===== src/rtl/imem_arb_pkg.sv =====
// imem_arb_pkg
//   Shared types and constants for the instruction-memory arbiter.
//   - port_e      : identifies the requester (fetch or debug)
//   - rsp_t       : contents of a 1-entry response buffer
//   - WORD_W      : instruction word width carried by rsp_t
//   - STARVE_LIMIT_DEFAULT : default number of cycles fetch may lose to debug
package imem_arb_pkg;

    localparam int WORD_W               = 32;
    localparam int STARVE_LIMIT_DEFAULT = 4;

    typedef enum logic {
        PORT_F = 1'b0,
        PORT_D = 1'b1
    } port_e;

    typedef struct packed {
        logic              valid;
        logic [WORD_W-1:0] data;
        logic              err;
    } rsp_t;

endpackage


===== src/rtl/imem_rsp_buf.sv =====
// imem_rsp_buf
//   One-entry registered response buffer with a valid/ready output handshake.
//   A load always wins over a drain, which lets a drain and a new grant in the
//   same cycle produce back-to-back responses.
// Ports:
//   clk, rst_n          clock, asynchronous active-low reset
//   load                write a new response on the next rising edge
//   load_data, load_err response contents to capture
//   rsp_ready           consumer takes the current response
//   rsp_valid/data/err  buffered response
//   free                buffer is empty or draining this cycle
module imem_rsp_buf
    import imem_arb_pkg::*;
(
    input  logic              clk,
    input  logic              rst_n,
    input  logic              load,
    input  logic [WORD_W-1:0] load_data,
    input  logic              load_err,
    input  logic              rsp_ready,
    output logic              rsp_valid,
    output logic [WORD_W-1:0] rsp_data,
    output logic              rsp_err,
    output logic              free
);

    rsp_t buf_q;
    rsp_t buf_d;

    always_comb begin
        buf_d = buf_q;
        if (load) begin
            buf_d.valid = 1'b1;
            buf_d.data  = load_data;
            buf_d.err   = load_err;
        end else if (buf_q.valid && rsp_ready) begin
            // Data and err are left as-is; only valid matters once drained.
            buf_d.valid = 1'b0;
        end
    end

    always_ff @(posedge clk or negedge rst_n) begin
        if (!rst_n) begin
            buf_q <= '0;
        end else begin
            buf_q <= buf_d;
        end
    end

    assign rsp_valid = buf_q.valid;
    assign rsp_data  = buf_q.data;
    assign rsp_err   = buf_q.err;
    assign free      = !buf_q.valid || rsp_ready;

endmodule


===== src/rtl/imem_arbiter.sv =====
// imem_arbiter
//   Shares a single-port instruction memory between the fetch port (F,
//   read-only) and the debug/loader port (D, read/write). At most one access
//   is granted per cycle; each port has a registered 1-entry response buffer,
//   so a response appears exactly one cycle after its request is accepted.
//   Word addresses at or above DEPTH_WORDS are answered with err=1, data=0
//   and never write the memory.
//
//   Build option: define IMEM_ARB_RR_EN for round-robin arbitration between
//   F and D. Without it, D has priority and F is forced through after losing
//   STARVE_LIMIT consecutive contended cycles.
//
// Ports:
//   clk, rst_n                        clock, asynchronous active-low reset
//   f_req_valid/ready/addr            fetch request
//   f_rsp_valid/ready/data/err        fetch response
//   d_req_valid/ready/we/addr/wdata   debug request
//   d_rsp_valid/ready/data/err        debug response
//   mem_addr/we/wdata, mem_rdata      memory array interface (combinational read)
//   grant_dbg                         1 when the most recent grant went to D
//
//   WIDTH must equal imem_arb_pkg::WORD_W, which sizes the response buffers.
module imem_arbiter
    import imem_arb_pkg::*;
#(
    parameter int WIDTH        = WORD_W,
    parameter int DEPTH_WORDS  = 1024,
    parameter int STARVE_LIMIT = STARVE_LIMIT_DEFAULT
) (
    input  logic             clk,
    input  logic             rst_n,
    input  logic             f_req_valid,
    output logic             f_req_ready,
    input  logic [WIDTH-3:0] f_req_addr,
    output logic             f_rsp_valid,
    input  logic             f_rsp_ready,
    output logic [WIDTH-1:0] f_rsp_data,
    output logic             f_rsp_err,
    input  logic             d_req_valid,
    output logic             d_req_ready,
    input  logic             d_req_we,
    input  logic [WIDTH-3:0] d_req_addr,
    input  logic [WIDTH-1:0] d_req_wdata,
    output logic             d_rsp_valid,
    input  logic             d_rsp_ready,
    output logic [WIDTH-1:0] d_rsp_data,
    output logic             d_rsp_err,
    output logic [WIDTH-3:0] mem_addr,
    output logic             mem_we,
    output logic [WIDTH-1:0] mem_wdata,
    input  logic [WIDTH-1:0] mem_rdata,
    output logic             grant_dbg
);

    localparam int              ADDR_W    = WIDTH - 2;
    localparam logic [WIDTH-1:0] DEPTH_LIM = WIDTH'(DEPTH_WORDS);

    logic             f_free, d_free;
    logic             f_elig, d_elig;
    logic             f_favoured;
    logic             f_grant, d_grant;
    logic             f_oor, d_oor;
    logic [WIDTH-1:0] f_load_data, d_load_data;
    logic             grant_dbg_q, grant_dbg_d;

`ifdef IMEM_ARB_RR_EN
    port_e rr_ptr_q, rr_ptr_d;
`else
    localparam int                CNT_W     = $clog2(STARVE_LIMIT + 1);
    localparam logic [CNT_W-1:0] STARVE_MAX = CNT_W'(STARVE_LIMIT);
    logic [CNT_W-1:0] starve_q, starve_d;
`endif

    assign f_oor = {2'b00, f_req_addr} >= DEPTH_LIM;
    assign d_oor = {2'b00, d_req_addr} >= DEPTH_LIM;

    // Which port wins when both are eligible in the same cycle.
`ifdef IMEM_ARB_RR_EN
    assign f_favoured = (rr_ptr_q == PORT_F);
`else
    assign f_favoured = (starve_q == STARVE_MAX);
`endif

    // Grants are forced off while reset is asserted so nothing reaches the
    // memory or the requesters during reset.
    always_comb begin
        f_elig  = f_req_valid && f_free;
        d_elig  = d_req_valid && d_free;
        f_grant = 1'b0;
        d_grant = 1'b0;
        if (f_elig && d_elig) begin
            f_grant = f_favoured;
            d_grant = !f_favoured;
        end else begin
            f_grant = f_elig;
            d_grant = d_elig;
        end
        f_grant = f_grant && rst_n;
        d_grant = d_grant && rst_n;
    end

    always_comb begin
        mem_addr    = '0;
        mem_we      = 1'b0;
        mem_wdata   = rst_n ? d_req_wdata : '0;
        f_load_data = f_oor ? '0 : mem_rdata;
        d_load_data = (d_req_we || d_oor) ? '0 : mem_rdata;
        if (f_grant) begin
            mem_addr = f_req_addr;
        end else if (d_grant) begin
            mem_addr = d_req_addr;
            mem_we   = d_req_we && !d_oor;
        end
    end

    assign f_req_ready = f_grant;
    assign d_req_ready = d_grant;

    always_comb begin
        grant_dbg_d = grant_dbg_q;
        if (f_grant) begin
            grant_dbg_d = 1'b0;
        end else if (d_grant) begin
            grant_dbg_d = 1'b1;
        end
`ifdef IMEM_ARB_RR_EN
        // After any grant the other port becomes favoured for the next
        // contended cycle.
        rr_ptr_d = rr_ptr_q;
        if (f_grant) begin
            rr_ptr_d = PORT_D;
        end else if (d_grant) begin
            rr_ptr_d = PORT_F;
        end
`else
        // Counts consecutive contended cycles F has lost, saturating.
        starve_d = '0;
        if (f_elig && !f_grant) begin
            starve_d = (starve_q == STARVE_MAX) ? starve_q : starve_q + CNT_W'(1);
        end
`endif
    end

    always_ff @(posedge clk or negedge rst_n) begin
        if (!rst_n) begin
            grant_dbg_q <= 1'b0;
`ifdef IMEM_ARB_RR_EN
            rr_ptr_q    <= PORT_F;
`else
            starve_q    <= '0;
`endif
        end else begin
            grant_dbg_q <= grant_dbg_d;
`ifdef IMEM_ARB_RR_EN
            rr_ptr_q    <= rr_ptr_d;
`else
            starve_q    <= starve_d;
`endif
        end
    end

    assign grant_dbg = grant_dbg_q;

    imem_rsp_buf u_f_buf (
        .clk       (clk),
        .rst_n     (rst_n),
        .load      (f_grant),
        .load_data (f_load_data),
        .load_err  (f_oor),
        .rsp_ready (f_rsp_ready),
        .rsp_valid (f_rsp_valid),
        .rsp_data  (f_rsp_data),
        .rsp_err   (f_rsp_err),
        .free      (f_free)
    );

    imem_rsp_buf u_d_buf (
        .clk       (clk),
        .rst_n     (rst_n),
        .load      (d_grant),
        .load_data (d_load_data),
        .load_err  (d_oor),
        .rsp_ready (d_rsp_ready),
        .rsp_valid (d_rsp_valid),
        .rsp_data  (d_rsp_data),
        .rsp_err   (d_rsp_err),
        .free      (d_free)
    );

endmodule

===== config.mk =====
export PLATFORM = sky130hd
export DESIGN_NAME = imem_arbiter
export DESIGN_NICKNAME = d
export VERILOG_FILES = /design/src/rtl/imem_arb_pkg.sv /design/src/rtl/imem_rsp_buf.sv /design/src/rtl/imem_arbiter.sv
export SDC_FILE = /design/constraint.sdc
export NUM_CORES = 1
export LEC_CHECK = 0
export ABC_AREA = 1
export CAP_MARGIN = 20
export CORE_ASPECT_RATIO = 1.75
export CORE_MARGIN = 3
export CORE_UTILIZATION = 30
export DETAILED_ROUTE_END_ITERATION = 16
export PLACE_DENSITY = 0.76
export SYNTH_ARGS = -nofsm -noshare
export SYNTH_HDL_FRONTEND = slang
export SYNTH_SLANG_ARGS = --single-unit

===== constraint.sdc =====
create_clock -name clk -period 3.8 [get_ports clk]
set_input_delay 0.38 -clock clk [delete_from_list [all_inputs] [get_ports clk]]
set_output_delay 0.38 -clock clk [all_outputs]
set_load 0.03 [all_outputs]

Word level (Yosys, flattened, before mapping)

Cells that the tools add are included.
W data, S select, Z words.

Register bits: 72
Latch bits: 0
RAM bits: 0
Memory bits (read-only): 0
Input port bits: 131
Output and inout bits: 134
Word-level logic and storage cells: 50
Memories kept: 0

Add/sub/neg operators: 1
Multiply operators: 0
Divide/modulo/power cells: 0
$lt $le $gt $ge: 2
Equal/unequal tests: 2
Shift operators: 0
Muxes and demuxes: 17
Bitwise logic cells: 0
Reduce and logical (&&, ||, !) cells: 20

Operator list:

| kind                   | number |
|---|---|
| $mux W32               | 3 |
| $ge A30 B11 Y1 const B | 2 |
| $mux W30               | 2 |
| $mux W1                | 10 |
| $logic_and A1 B1 Y1    | 9 |
| $mux W3                | 2 |
| $reduce_bool A2 Y1     | 3 |
| $logic_not A1 Y1       | 5 |
| $add A3 B1 Y3 const B  | 1 |
| $eq A3 B3 Y1 const B   | 1 |
| $logic_or A1 B1 Y1     | 3 |
| $ne A2 B2 Y1 const B   | 1 |

Depth between registers and ports, before layout

Depth after elaboration: 9
Mapped depth: 11
Gate-level depth less buffers: 9

Cells and area by module

Synthesis repeated with hierarchy kept, for this count alone.

Cells, all modules: 623
Area, all modules: 4,271.6 um^2

Modules (own cells, without submodules):

| module       | instances | cells an instance | area an instance (um^2) | sequential area each (um^2) |
|---|---|---|---|---|
| imem_rsp_buf | 2         | 144               | 1,342.5                 | 850.8 |
| imem_arbiter | 1         | 335               | 1,586.5                 | 100.1 |

Worst setup path before layout

Ideal clock, no wire load.

Path type: register -> output
From: reg u_f_buf.buf_q (netlist bit u_f_buf.rsp_valid)
To: out mem_addr[10]
Arrival: 1.753 ns
Required time: 3.420 ns
Slack: 1.667 ns
Stages on the path, launching flop included: 7
Buffers on the path: 1
Cells stage by stage: dfrtp_1 -> nand2_1 -> nand2_1 -> nor2_1 -> nand2_2 -> buf_2 -> o21ai_0

Cells in the longest elaborated chain, start to end: 8
Elaborated cells between the ends (all ways): 10
Those cells by class: 4 x mux; 6 x reduce/logical

RTL lines:

| element                 | line                | text |
|---|---|---|
| start, declared         | imem_rsp_buf.sv:27  | `rsp_t buf_q;` |
| start signal, assigned  | imem_rsp_buf.sv:46  | `buf_q <= buf_d;` |
| $logic_not A1 Y1 (*)    | imem_rsp_buf.sv:53  | `assign free = !buf_q.valid \|\| rsp_ready;` |
| $logic_or A1 B1 Y1 (*)  | imem_rsp_buf.sv:53  |  |
| $logic_and A1 B1 Y1 (*) | imem_arbiter.sv:87  | `f_elig = f_req_valid && f_free;` |
| $logic_and A1 B1 Y1     | imem_arbiter.sv:91  | `if (f_elig && d_elig) begin` |
| $mux W1                 | imem_arbiter.sv:91  |  |
| $logic_and A1 B1 Y1     | imem_arbiter.sv:99  | `d_grant = d_grant && rst_n;` |
| $mux W30                | imem_arbiter.sv:110 | `end else if (d_grant) begin` |
| $mux W30 (*)            | imem_arbiter.sv:108 | `if (f_grant) begin` |
| end, declared           | imem_arbiter.sv:48  | `output logic [WIDTH-3:0] mem_addr,` |

Mark *: on every way between the ends. The rest lies on a longest branch, timed or not.

Final worst setup path

From: in rst_n
To: out mem_addr[14]

Cells in the longest elaborated chain, start to end: 3
Elaborated cells between the ends (all ways): 4
Those cells by class: 2 x mux; 2 x reduce/logical

RTL lines:

| element             | line                | text |
|---|---|---|
| start, declared     | imem_arbiter.sv:31  | `input logic rst_n,` |
| $logic_and A1 B1 Y1 | imem_arbiter.sv:99  |  |
| $mux W30            | imem_arbiter.sv:110 |  |
| $mux W30 (*)        | imem_arbiter.sv:108 |  |

Marked as above.

==> impl_metrics.csv <==
group,metric,value,unit
floorplan,die_h,161,um
sta,hold_viol,0,
setup_path,cp_max_fo,45,
job,max_cap_violations,0,
setup_path,critPathArrivalTime,2.74,ns
clocking,cts_tree,"yes",
global_routing,grt_max_degree,46,
detailed_routing,first_pass_iters,4,
setup_path,required,3.42,ns
detailed_routing,viasPerCell,4.49,
finish,finalNonFillerCells,1035,
clocking,clk_path_buf_depth,2,
power,ir_drop,0.000204,V
sta,holdWs,0.477,ns
placed_design,dp_hpwl,11600,um
synth,yosysWarnings,0,
floorplan,die_width,94.3,um
floorplan,die_area,15100,um2
setup_path,worstSetupPathType,"in2out",
power,pwr_density_cell,307,nW/um2
global_routing,antenna_found_initial,0,
finish,drive_gt1_share,8.68,%
synth,netlist_area,4090,um2
sta,setup_tns,0,ns
sta,grt_setup_unrepaired,"false",
sta,finClkSkew,0.00629,ns
detailed_routing,drc_errors,0,
synth,syn_area_per_cell,6.73,um2
global_routing,grt_pass1_wl,23800,um
finish,nNetsFinal,992,
detailed_routing,wire_per_inst,14.6,um
global_routing,grt-ovfl-total,0,
detailed_routing,totalWireLength,15100,um
sta,finalSetupViolCount,0,
power,leakagePower,3.78,nW
clocking,cts.clk_slew.worst_paths,0.06,ns
clocking,cts_htree_levels,3,
placed_design,io_buffers,264,
clocking,clkLatencyLatePin,0.33,ns
finish,antennaDiodeCount,0,
synth,syn_inst,608,
detailed_routing,dr_total_vias,4651,
sta,relSlewSlack,51.4,%
floorplan,ios,265,
synth,yosysUniqueCellTypes,21,
detailed_routing,ant_nets,0,
placed_design,place_inst,1018,
setup_path,start_kind,"input port",
finish,area_growth,71.9,%
outcome,status,"finished, final reports clean",
clocking,cts_root_buf,"clkbuf_16",
detailed_routing,drt_iter0_markers,162,
global_routing,grt_pass1_vias,4712,
clocking,cts_sinks,72,
clocking,cts-buffers-inserted,9,
clocking,cts_resized,0,
floorplan,row_count,55,
sta,final-max-slew-violation-count,0,
hold_path,holdCritPathClass,"reg2reg",
setup_path,worst_setup_path_end_kind,"output pin",
synth,seq_area_frac_synth,44.0,%
sta,min_period,3.12,ns
global_routing,track_usage,20.2,%
placed_design,gp_congestion,0.847,
clocking,post_cts_buffers,0,
synth,synth-seq-cells,72,
sta,max_freq,0.320,GHz
floorplan,core_area,13100,um2
floorplan,start_util,31.1,%
synth,synth_nets,741,
sta,worst_pin_slew,0.729,ns
sta,min_period_over_period,82.1,%
==> registers in the layout, summed over array words and instances, names as in the netlist <==
signal             cells
u_f_buf.rsp_valid      1
starve_q               3
u_d_buf.rsp_data      32
grant_dbg              1
u_d_buf.rsp_err        1
u_f_buf.rsp_data      32
u_d_buf.rsp_valid      1
u_f_buf.rsp_err        1
==> final timing paths <==
kind	endpoint	from	slack, ns	cells past startpoint
min reg2reg	u_f_buf.rsp_data[6]$_DFFE_PN0P_	u_f_buf.rsp_data[6]$_DFFE_PN0P_	0.48	2
max in group asynchronous	u_d_buf.rsp_data[2]$_DFFE_PN0P_	rst_n	2.45	3
min	u_f_buf.rsp_data[6]$_DFFE_PN0P_	u_f_buf.rsp_data[6]$_DFFE_PN0P_	0.48	2
max reg2reg	u_f_buf.rsp_data[18]$_DFFE_PN0P_	starve_q[0]$_DFFE_PN0P_	1.53	9
min in group asynchronous	u_f_buf.rsp_data[24]$_DFFE_PN0P_	rst_n	0.55	2
max	mem_addr[14]	rst_n	0.68	9
==> cell families after synthesis <==
kind of cell    synth area share [%]
compound gates                  2.11
xor+xnor                       0.214
fa+ha+maj                      0.611
buf+inv                         13.5
flops                           44.0
simple gates                    39.6
==> stage by stage <==
stage	worst slack (ns)	power (mW)	util [%]	area, um2
after floorplan	1.67	1.04	-	4090
after global placement	1.15	1.31	51.1	6720
after detailed placement	1.04	1.32	51.1	6720
after CTS	0.644	2.19	53.5	7030
after global routing	0.388	2.26	53.5	7030
final	0.679	2.16	53.5	7030
==> layout make-up <==
| class | instances | area [um2] |
|---|---|---|
| Tap cell | 171 | 214 |
| Sequential cell | 72 | 1800 |
| Timing Repair Buffer | 273 | 2640 |
| Multi-Input combinational cell | 414 | 1740 |
| Clock buffer | 9 | 225 |
| Clock inverter | 7 | 77.6 |
| Inverter | 89 | 334 |
| Fill cell | 1260 | 6110 |
==> worst max-delay path, cell delays in order <==
cell and delay, ns:
dlygate4sd3_1 0.53, buf_4 0.40, inv_2 0.09, nor2_1 0.16, nand2_2 0.18, inv_2 0.57, nand2_1 0.10, o21ai_1 0.11
buf_4 0.18
==> cells in the final DEF (no fill, tap or decap) <==
| cell type | n |
|---|---|
| clkbuf_16 | 9 |
| clkinv_2 | 1 |
| nand2_2 | 3 |
| o22ai_1 | 1 |
| nor2_1 | 56 |
| bufinv_16 | 1 |
| inv_1 | 84 |
| inv_2 | 5 |
| o21ai_1 | 9 |
| ha_1 | 2 |
| buf_12 | 1 |
| a21oi_1 | 1 |
| nand2_1 | 251 |
| clkdlybuf4s50_1 | 231 |
| clkinv_4 | 1 |
| nor2_2 | 9 |
| nand3_1 | 72 |
| dfrtp_1 | 72 |
| inv_6 | 3 |
| nand4_1 | 1 |
| o21ai_0 | 6 |
| dlygate4sd3_1 | 1 |
| buf_4 | 40 |
| nor2_8 | 1 |
| clkinvlp_4 | 1 |
| xnor2_1 | 1 |
| nor3_1 | 1 |
==> cells in the mapped netlist, drive strengths merged <==
| cell type | instances | area [um2] |
|---|---|---|
| nand2 | 254 | 961 |
| inv | 89 | 334 |
| dfrtp | 72 | 1800 |
| nand3 | 72 | 360 |
| nor2 | 66 | 287 |
| buf | 25 | 188 |
| o21ai | 15 | 75.1 |
| clkbuf | 8 | 30.0 |
| ha | 2 | 25.0 |
| a21oi | 1 | 5.00 |
| nand4 | 1 | 6.26 |
| nor3 | 1 | 5.00 |
| o22ai | 1 | 6.26 |
| xnor2 | 1 | 8.76 |
==> metal layers <==
metal / share of wire (%) / up-vias / track usage [%]
met5: 0 / - / 0
met4: 3.6 / 0 / 8.94
met3: 7.7 / 37 / 5.01
met2: 53 / 194 / 36.7
met1: 36 / 2101 / 21.3
li1: - / 2319 / -
==> timing repair <==
item,in CTS,in global routing
endpoints found under the setup margin,0,0
endpoints found under the hold margin,1,0
hold buffers,1,0
==> power by group <==
part           leakage (nW)  total [mW]  switching, mW  internal (mW)
clock                 0.147       0.862          0.347          0.515
sequential            0.994       0.786        0.00676          0.779
combinational          2.64       0.515          0.280          0.235
Power figures use the tool's default switching activity.
